`config.mk`:
```
export PLATFORM = sky130hd
export DESIGN_NAME = pipeline_hazard_ctrl
export DESIGN_NICKNAME = d
export VERILOG_FILES = /design/src/rtl/pipeline_hazard_ctrl_pkg.sv /design/src/rtl/pipeline_hazard_ctrl_hazard_match.sv /design/src/rtl/pipeline_hazard_ctrl.sv
export SDC_FILE = /design/constraint.sdc
export NUM_CORES = 1
export LEC_CHECK = 0
export BUFFER_PORTS_ARGS = -buffer_cell sky130_fd_sc_hd__buf_2
export CAP_MARGIN = 20
export CORE_MARGIN = 2
export CORE_UTILIZATION = 59
export CTS_CLUSTER_SIZE = 25
export DETAILED_ROUTE_END_ITERATION = 8
export GPL_TIMING_DRIVEN = 0
export PLACE_DENSITY = 0.85
export REMOVE_ABC_BUFFERS = 1
export SLEW_MARGIN = 0
export SYNTH_ARGS = -nofsm -noshare
export SYNTH_HDL_FRONTEND = slang
export SYNTH_SLANG_ARGS = --single-unit
```
`constraint.sdc`:
```
create_clock -name i_clk -period 8.35 [get_ports i_clk]
set_input_delay 2.505 -clock i_clk [delete_from_list [all_inputs] [get_ports i_clk]]
set_output_delay 2.505 -clock i_clk [all_outputs]
set_load 0.01 [all_outputs]
```
`src/rtl/pipeline_hazard_ctrl_pkg.sv`:
```
// -----------------------------------------------------------------------------
// pipeline_hazard_ctrl_pkg
// Shared definitions for the pipeline hazard controller:
//   - forwarding-select encodings driven on o_fwd_a / o_fwd_b
//   - stage_rec_t, the shadow record kept for the EX, MEM and WB stages
// Register indices inside a record are REC_ADDR_W bits wide. The top level
// zero-extends its REG_ADDR_W indices into them, so REG_ADDR_W must not
// exceed REC_ADDR_W. Zero-extension keeps every equality compare exact.
// -----------------------------------------------------------------------------
package pipeline_hazard_ctrl_pkg;

    localparam logic [1:0] FWD_REG = 2'b00;  // operand from register file
    localparam logic [1:0] FWD_MEM = 2'b10;  // operand from EX/MEM ALU result
    localparam logic [1:0] FWD_WB  = 2'b01;  // operand from MEM/WB write data

    localparam int REC_ADDR_W = 8;

    typedef struct packed {
        logic                  valid;
        logic [REC_ADDR_W-1:0] rd;
        logic [REC_ADDR_W-1:0] rs1;
        logic [REC_ADDR_W-1:0] rs2;
        logic                  uses_rs1;
        logic                  uses_rs2;
        logic                  reg_write;
        logic                  mem_read;
    } stage_rec_t;

endpackage

```
`src/rtl/pipeline_hazard_ctrl_hazard_match.sv`:
```
// -----------------------------------------------------------------------------
// hazard_match
// Combinational comparator between one source register and one stage record.
// A source matches only when it is actually read, is not x0, and equals the
// destination of a valid record that writes the register file.
// Ports:
//   rs    in  REC_ADDR_W  source register index (zero-extended)
//   uses  in  1           source is read (caller may fold a valid in here)
//   rec   in  stage_rec_t record being compared against
//   match out 1           RAW dependency on rec
// -----------------------------------------------------------------------------
module hazard_match
    import pipeline_hazard_ctrl_pkg::*;
(
    input  logic [REC_ADDR_W-1:0] rs,
    input  logic                  uses,
    input  stage_rec_t            rec,
    output logic                  match
);

    assign match = uses && (rs != '0) && rec.valid && rec.reg_write
                   && (rec.rd == rs);

    // Source-side fields of the record are irrelevant to this comparison.
    logic unused_rec_fields;
    assign unused_rec_fields = ^{rec.rs1, rec.rs2, rec.uses_rs1,
                                 rec.uses_rs2, rec.mem_read};

endmodule

```
`src/rtl/pipeline_hazard_ctrl.sv`:
```
// -----------------------------------------------------------------------------
// pipeline_hazard_ctrl
// Hazard unit for a 5-stage in-order pipeline. Tracks shadow records of the
// instructions in EX, MEM and WB and, from the instruction in ID, produces
// stall / bubble, flush, forwarding and ID-bypass controls plus two
// saturating performance counters.
// Parameters:
//   REG_ADDR_W    register index width (<= REC_ADDR_W)
//   CNT_W         performance counter width
//   BRANCH_STAGE  1 = branches resolve in EX, 2 = in MEM
//   FWD_EN        1 = forwarding, stall only on load-use; 0 = stall on any RAW
// Ports:
//   i_clk, i_reset                  clock, synchronous active-high reset
//   i_id_valid                      ID holds a real instruction
//   i_id_rs1/rs2, i_id_uses_rs1/rs2 ID sources and their use flags
//   i_id_rd, i_id_reg_write         ID destination and its write enable
//   i_id_mem_read                   ID instruction is a load
//   i_branch_taken                  branch resolved taken this cycle
//   i_cnt_clear                     zero both counters
//   o_pc_stall, o_if_id_stall       hold PC / IF-ID register
//   o_id_ex_bubble                  insert NOP into ID/EX
//   o_if_id_flush, o_id_ex_flush,
//   o_ex_mem_flush                  invalidate that pipeline register
//   o_fwd_a, o_fwd_b                EX operand selects (FWD_* encodings)
//   o_id_bypass_a, o_id_bypass_b    ID read takes MEM/WB write data
//   o_stall_cnt, o_flush_cnt        stall cycles / flush events
// -----------------------------------------------------------------------------
module pipeline_hazard_ctrl
    import pipeline_hazard_ctrl_pkg::*;
#(
    parameter int REG_ADDR_W   = 5,
    parameter int CNT_W        = 32,
    parameter int BRANCH_STAGE = 2,
    parameter int FWD_EN       = 1
) (
    input  logic                  i_clk,
    input  logic                  i_reset,
    input  logic                  i_id_valid,
    input  logic [REG_ADDR_W-1:0] i_id_rs1,
    input  logic [REG_ADDR_W-1:0] i_id_rs2,
    input  logic                  i_id_uses_rs1,
    input  logic                  i_id_uses_rs2,
    input  logic [REG_ADDR_W-1:0] i_id_rd,
    input  logic                  i_id_reg_write,
    input  logic                  i_id_mem_read,
    input  logic                  i_branch_taken,
    input  logic                  i_cnt_clear,
    output logic                  o_pc_stall,
    output logic                  o_if_id_stall,
    output logic                  o_id_ex_bubble,
    output logic                  o_if_id_flush,
    output logic                  o_id_ex_flush,
    output logic                  o_ex_mem_flush,
    output logic [1:0]            o_fwd_a,
    output logic [1:0]            o_fwd_b,
    output logic                  o_id_bypass_a,
    output logic                  o_id_bypass_b,
    output logic [CNT_W-1:0]      o_stall_cnt,
    output logic [CNT_W-1:0]      o_flush_cnt
);

    localparam logic [CNT_W-1:0] CNT_MAX = '1;

    stage_rec_t ex_q, mem_q, wb_q;
    stage_rec_t id_rec;
    stage_rec_t recs [3];          // 0 = EX, 1 = MEM, 2 = WB

    logic [2:0] id_m1, id_m2;      // ID source vs EX/MEM/WB
    logic [1:0] ex_m1, ex_m2;      // EX source vs MEM/WB
    logic       raw, stall, flush;
    logic [CNT_W-1:0] stall_cnt_q, flush_cnt_q;

    always_comb begin
        id_rec           = '0;
        id_rec.valid     = i_id_valid;
        id_rec.rd        = REC_ADDR_W'(i_id_rd);
        id_rec.rs1       = REC_ADDR_W'(i_id_rs1);
        id_rec.rs2       = REC_ADDR_W'(i_id_rs2);
        id_rec.uses_rs1  = i_id_uses_rs1;
        id_rec.uses_rs2  = i_id_uses_rs2;
        id_rec.reg_write = i_id_reg_write;
        id_rec.mem_read  = i_id_mem_read;
    end

    assign recs[0] = ex_q;
    assign recs[1] = mem_q;
    assign recs[2] = wb_q;

    // ID sources only count when ID holds a real instruction, so an idle
    // ID stage can never stall or request a bypass.
    for (genvar s = 0; s < 3; s++) begin : g_id_match
        hazard_match u_rs1 (
            .rs    (id_rec.rs1),
            .uses  (i_id_valid && i_id_uses_rs1),
            .rec   (recs[s]),
            .match (id_m1[s])
        );
        hazard_match u_rs2 (
            .rs    (id_rec.rs2),
            .uses  (i_id_valid && i_id_uses_rs2),
            .rec   (recs[s]),
            .match (id_m2[s])
        );
    end

    // EX sources are compared against the two older records only; a bubble
    // in EX never selects a forwarding path.
    for (genvar s = 0; s < 2; s++) begin : g_ex_match
        hazard_match u_rs1 (
            .rs    (ex_q.rs1),
            .uses  (ex_q.valid && ex_q.uses_rs1),
            .rec   (recs[s+1]),
            .match (ex_m1[s])
        );
        hazard_match u_rs2 (
            .rs    (ex_q.rs2),
            .uses  (ex_q.valid && ex_q.uses_rs2),
            .rec   (recs[s+1]),
            .match (ex_m2[s])
        );
    end

    always_comb begin
        raw     = 1'b0;
        o_fwd_a = FWD_REG;
        o_fwd_b = FWD_REG;
        o_id_bypass_a = 1'b0;
        o_id_bypass_b = 1'b0;
        if (FWD_EN != 0) begin
            // Only a load in EX cannot be forwarded in time.
            raw = (id_m1[0] || id_m2[0]) && ex_q.mem_read;
            // MEM is the younger producer, so it has priority over WB.
            if (ex_m1[0])      o_fwd_a = FWD_MEM;
            else if (ex_m1[1]) o_fwd_a = FWD_WB;
            if (ex_m2[0])      o_fwd_b = FWD_MEM;
            else if (ex_m2[1]) o_fwd_b = FWD_WB;
            o_id_bypass_a = id_m1[2];
            o_id_bypass_b = id_m2[2];
        end else begin
            raw = (|id_m1) || (|id_m2);
        end
    end

    // A taken branch discards the stalled instruction anyway, so flush wins.
    assign flush = i_branch_taken;
    assign stall = raw && !flush;

    assign o_pc_stall     = stall;
    assign o_if_id_stall  = stall;
    assign o_id_ex_bubble = stall;
    assign o_if_id_flush  = flush;
    assign o_id_ex_flush  = flush;
    assign o_ex_mem_flush = flush && (BRANCH_STAGE == 2);

    // Records younger than the branch are dropped: ID always, and the EX
    // instruction as well when the branch sits in MEM.
    always_ff @(posedge i_clk) begin
        if (i_reset) begin
            ex_q  <= '0;
            mem_q <= '0;
            wb_q  <= '0;
        end else begin
            wb_q  <= mem_q;
            mem_q <= ex_q;
            if (flush && (BRANCH_STAGE == 2)) mem_q.valid <= 1'b0;
            ex_q  <= id_rec;
            if (!i_id_valid || stall || flush) ex_q.valid <= 1'b0;
        end
    end

    always_ff @(posedge i_clk) begin
        if (i_reset || i_cnt_clear) begin
            stall_cnt_q <= '0;
            flush_cnt_q <= '0;
        end else begin
            if (stall && (stall_cnt_q != CNT_MAX))
                stall_cnt_q <= stall_cnt_q + CNT_W'(1);
            if (flush && (flush_cnt_q != CNT_MAX))
                flush_cnt_q <= flush_cnt_q + CNT_W'(1);
        end
    end

    assign o_stall_cnt = stall_cnt_q;
    assign o_flush_cnt = flush_cnt_q;

endmodule

```
==> key figures <==
Synth
  • Mean Syn Cell Area: 8.418 sq um
  • Share of the synthesized area in the top cell type: 41.69%
  • Post-synthesis simple-gate area fraction: 31.61%
  • Sequential fraction of the synthesis area: 41.69%
  • Post-Synth XOR/XNOR Area: 10.24%
  • Mux contribution to synthesized area: 0.4254%
  • Synth Area in Adders: 0.5318%
  • FF+latch count, synth: 98
  • Synth Area in Compound Gates: 11.65%
  • Mapped cell area: roughly 0.0047 sq mm
  • Largest family of logic cells by synthesized area: simple AND/OR/NAND/NOR gates
  • Post-Syn Instances: 559
  • Post-synth top area cell: dfxtp_1
  • Ys async rst share: 0%
  • Synth unique cells: 38
  • Ys Warns: 0
  • Top cells by area, synth: dfxtp_1, xnor2_1, a21oi_1
  • Most used DFF post-synth: dfxtp_1
  • Post-synth EDFFs: 0

Die
  • Rows: 32
  • Die X: 93.31 microns
  • IO Pins: 100
  • Initial core utilization: 60.90%
  • Die Ht: a little over 90 microns
  • CORE AREA: 0.007727 sq mm
  • Die ar.: 0.008706 sq mm

Clocking
  • CTS tree: done
  • CTS H-tree depth: 3
  • Clk root buf: clkbuf_8
  • Later-pin clock latency in the skew report: 370 ps
  • Number of clock sinks: 98
  • # Post-CTS Setup Buffers: 0
  • Longest Clk Path Bufs: 2
  • Resized cells post-CTS: 0
  • Clk slew on worst S/H paths: approximately 100 ps
  • Hold buffers post-CTS: 0
  • CTS buffer count: 9

Power and ir drop
  • Design internal power: 0.6401 mW
  • Sequential share of power: 56.6%
  • Logic pwr share: 5.4%
  • Lkg Pwr: 1.974 nW
  • NetSw: 0.2131 mW
  • Switching power share of the total: 24.97%
  • PD cells: between 150 and 200 mW/mm^2
  • Part of the power in the clock network: 37.9%
  • Maximum vdd drop: 0.00007378 V

Drt
  • Antenna-violating nets left: 0
  • Post-DR wirelength/cell: 15.56 microns
  • Total Wirelength: 11.66 mm
  • DR iter-0 viols: 235
  • Post-DR vias/cell: between 6 and 7
  • Detailed Routing Iterations Pass 1: 6
  • Drt drc: 0
  • Via count: 4,546

Global routing
  • Antenna violations before repair: 0
  • First-pass GRT wire length: about 19 mm
  • Largest net degree at the start of global routing: 63
  • Vias in the first global route: 4,129
  • Congestion Overflow GR: 0
  • Total global-route track usage: 26.93%

Hold path
  • Hold Crit Class: reg -> reg
  • Worst Hold Launch: mem_q[1]$_SDFF_PP0_

Setup path
  • RR Endpoint: o_stall_cnt[20]$_SDFFE_PP0P_
  • Worst setup path start: i_id_rs1[1]
  • Crit path DAT: 4370 ps
  • Startpoint types: primary input
  • CP Class: in -> out
  • Reg2Reg Launch Point: o_stall_cnt[2]$_SDFFE_PP0P_
  • CP endpoint kind: primary output
  • Reg2reg path depth: 6
  • Worst-path fanout max: 43
  • Worst Path Required: 5850 ps
  • Reg-to-reg slack, setup: 5900 ps
  • CP Capture Point: o_id_ex_bubble

Status
  • Status: completed

Finish
  • Layout area overhead: 15.42%
  • Fillers: 620
  • Total Nets Final: 668
  • Layout cells sized above 1: 18.55%
  • Most common cell after layout, fill and taps aside: buf_2
  • Most frequent cells in the layout: buf_2, dfxtp_1, a21oi_1
  • Diode count: 0

STA
  • RSZ-0062 raised after global routing: no
  • Fin crit share: 82.38%
  • Final min period: 6879 ps
  • Fin. max-slew vios: 0
  • Final setup viols: 0
  • Slew HR: 56.33%
  • Setup Skew: 11.22 ps
  • Worst hold margin: approximately 470 ps
  • Worst-margin pin slew: 650.1 ps
  • Fin. Hold Viols: 0
  • Setup TNS: 0 ps
  • Max Clk Rate: 0.1454 GHz

Place
  • Port Buf Inserts: 99
  • Post-DP HPWL: 8.081 mm
  • Gpl congestion: 0.9494

Job
  • Max cap viols: 0
## logic make-up after synthesis
group,count (synthesis)
AND/OR/NAND/NOR,265
buffers and inverters,36
XOR/XNOR,55
adder cells (fa/ha/maj),2
AO/OA/AOI/OAI,101
multiplexers,2
flip-flops,98
## worst min path at each step
| stage | to | cells past startpoint |
|---|---|---|
| final | recs[1]$_SDFF_PP0_ | 1 |
| after global routing | recs[1]$_SDFF_PP0_ | 1 |
| after CTS | recs[1]$_SDFF_PP0_ | 1 |
| after detailed placement | recs[1]$_SDFF_PP0_ | 1 |
| after global placement | recs[1]$_SDFF_PP0_ | 1 |
| after floorplan | recs[28]$_SDFF_PP0_ | 1 |
## critical path, cell delays in order
cell,delay (ps)
buf_2,130
or4_1,530
o21ai_0,230
nand4b_1,220
a21o_1,290
buf_16,220
inv_2,90
buf_2,150
## area by class of cell
cell class	count	area [sq um]	share of cell area, %
clock buffer	9	123.9	2.281
clock inverter	7	86.33	1.589
sequential	98	1962	36.12
inverter	7	26.28	0.4838
timing repair buffer	101	543.0	9.998
multi-input combinational	425	2562	47.18
tap	102	127.6	2.350
## synth_stat cells (all sizes together) (10+ instances only)
master	n
nor2	32
or4	13
nand4	31
o21ai	38
xnor2	29
a21oi	47
nand3	30
buf	13
or3	34
dfxtp	98
nor2b	32
nor4	10
nand2	35
xor2	26
clkbuf	16
nor3	18
## state kept, by name, summed over array words and instances, names as in the netlist
signal	flops
ex_q	20
o_flush_cnt	32
o_stall_cnt	32
mem_q	7
recs	7
## per-layer routing
layer  global-route usage (%)  part of all wire (%)  wire (microns)
met4                    8.824                   1.4             160
met3                    5.238                   6.9             808
met5                        0                     0               0
met2                    45.02                    49            5744
met1                    34.97                    42            4945
## per-stage QoR
stage / setup slack [ps] / power [mW] / instances / area (sq um) / utilization, %
after global routing: 1353 / 0.8853 / 749 / 5431 / 70.29
final: 1471 / 0.8532 / 749 / 5431 / 70.29
after detailed placement: 968.9 / 0.5379 / 731 / 5174 / 66.95
after global placement: 1041 / 0.5356 / 731 / 5174 / 66.95
after floorplan: 1625 / 0.5174 / 530 / 4551 / -
after CTS: 912.5 / 0.8567 / 747 / 5384 / 69.67
## power by group through the flow
stage	combinational, mW	sequential (mW)	clock (mW)
2_1_floorplan	0.0258	0.492	0
3_3_place_gp	0.0419	0.494	0
3_5_place_dp	0.0439	0.494	0
4_1_cts	0.0445	0.483	0.329
5_1_grt	0.0498	0.484	0.351
6_report	0.0461	0.483	0.324
Power figures use the tool's default switching activity.
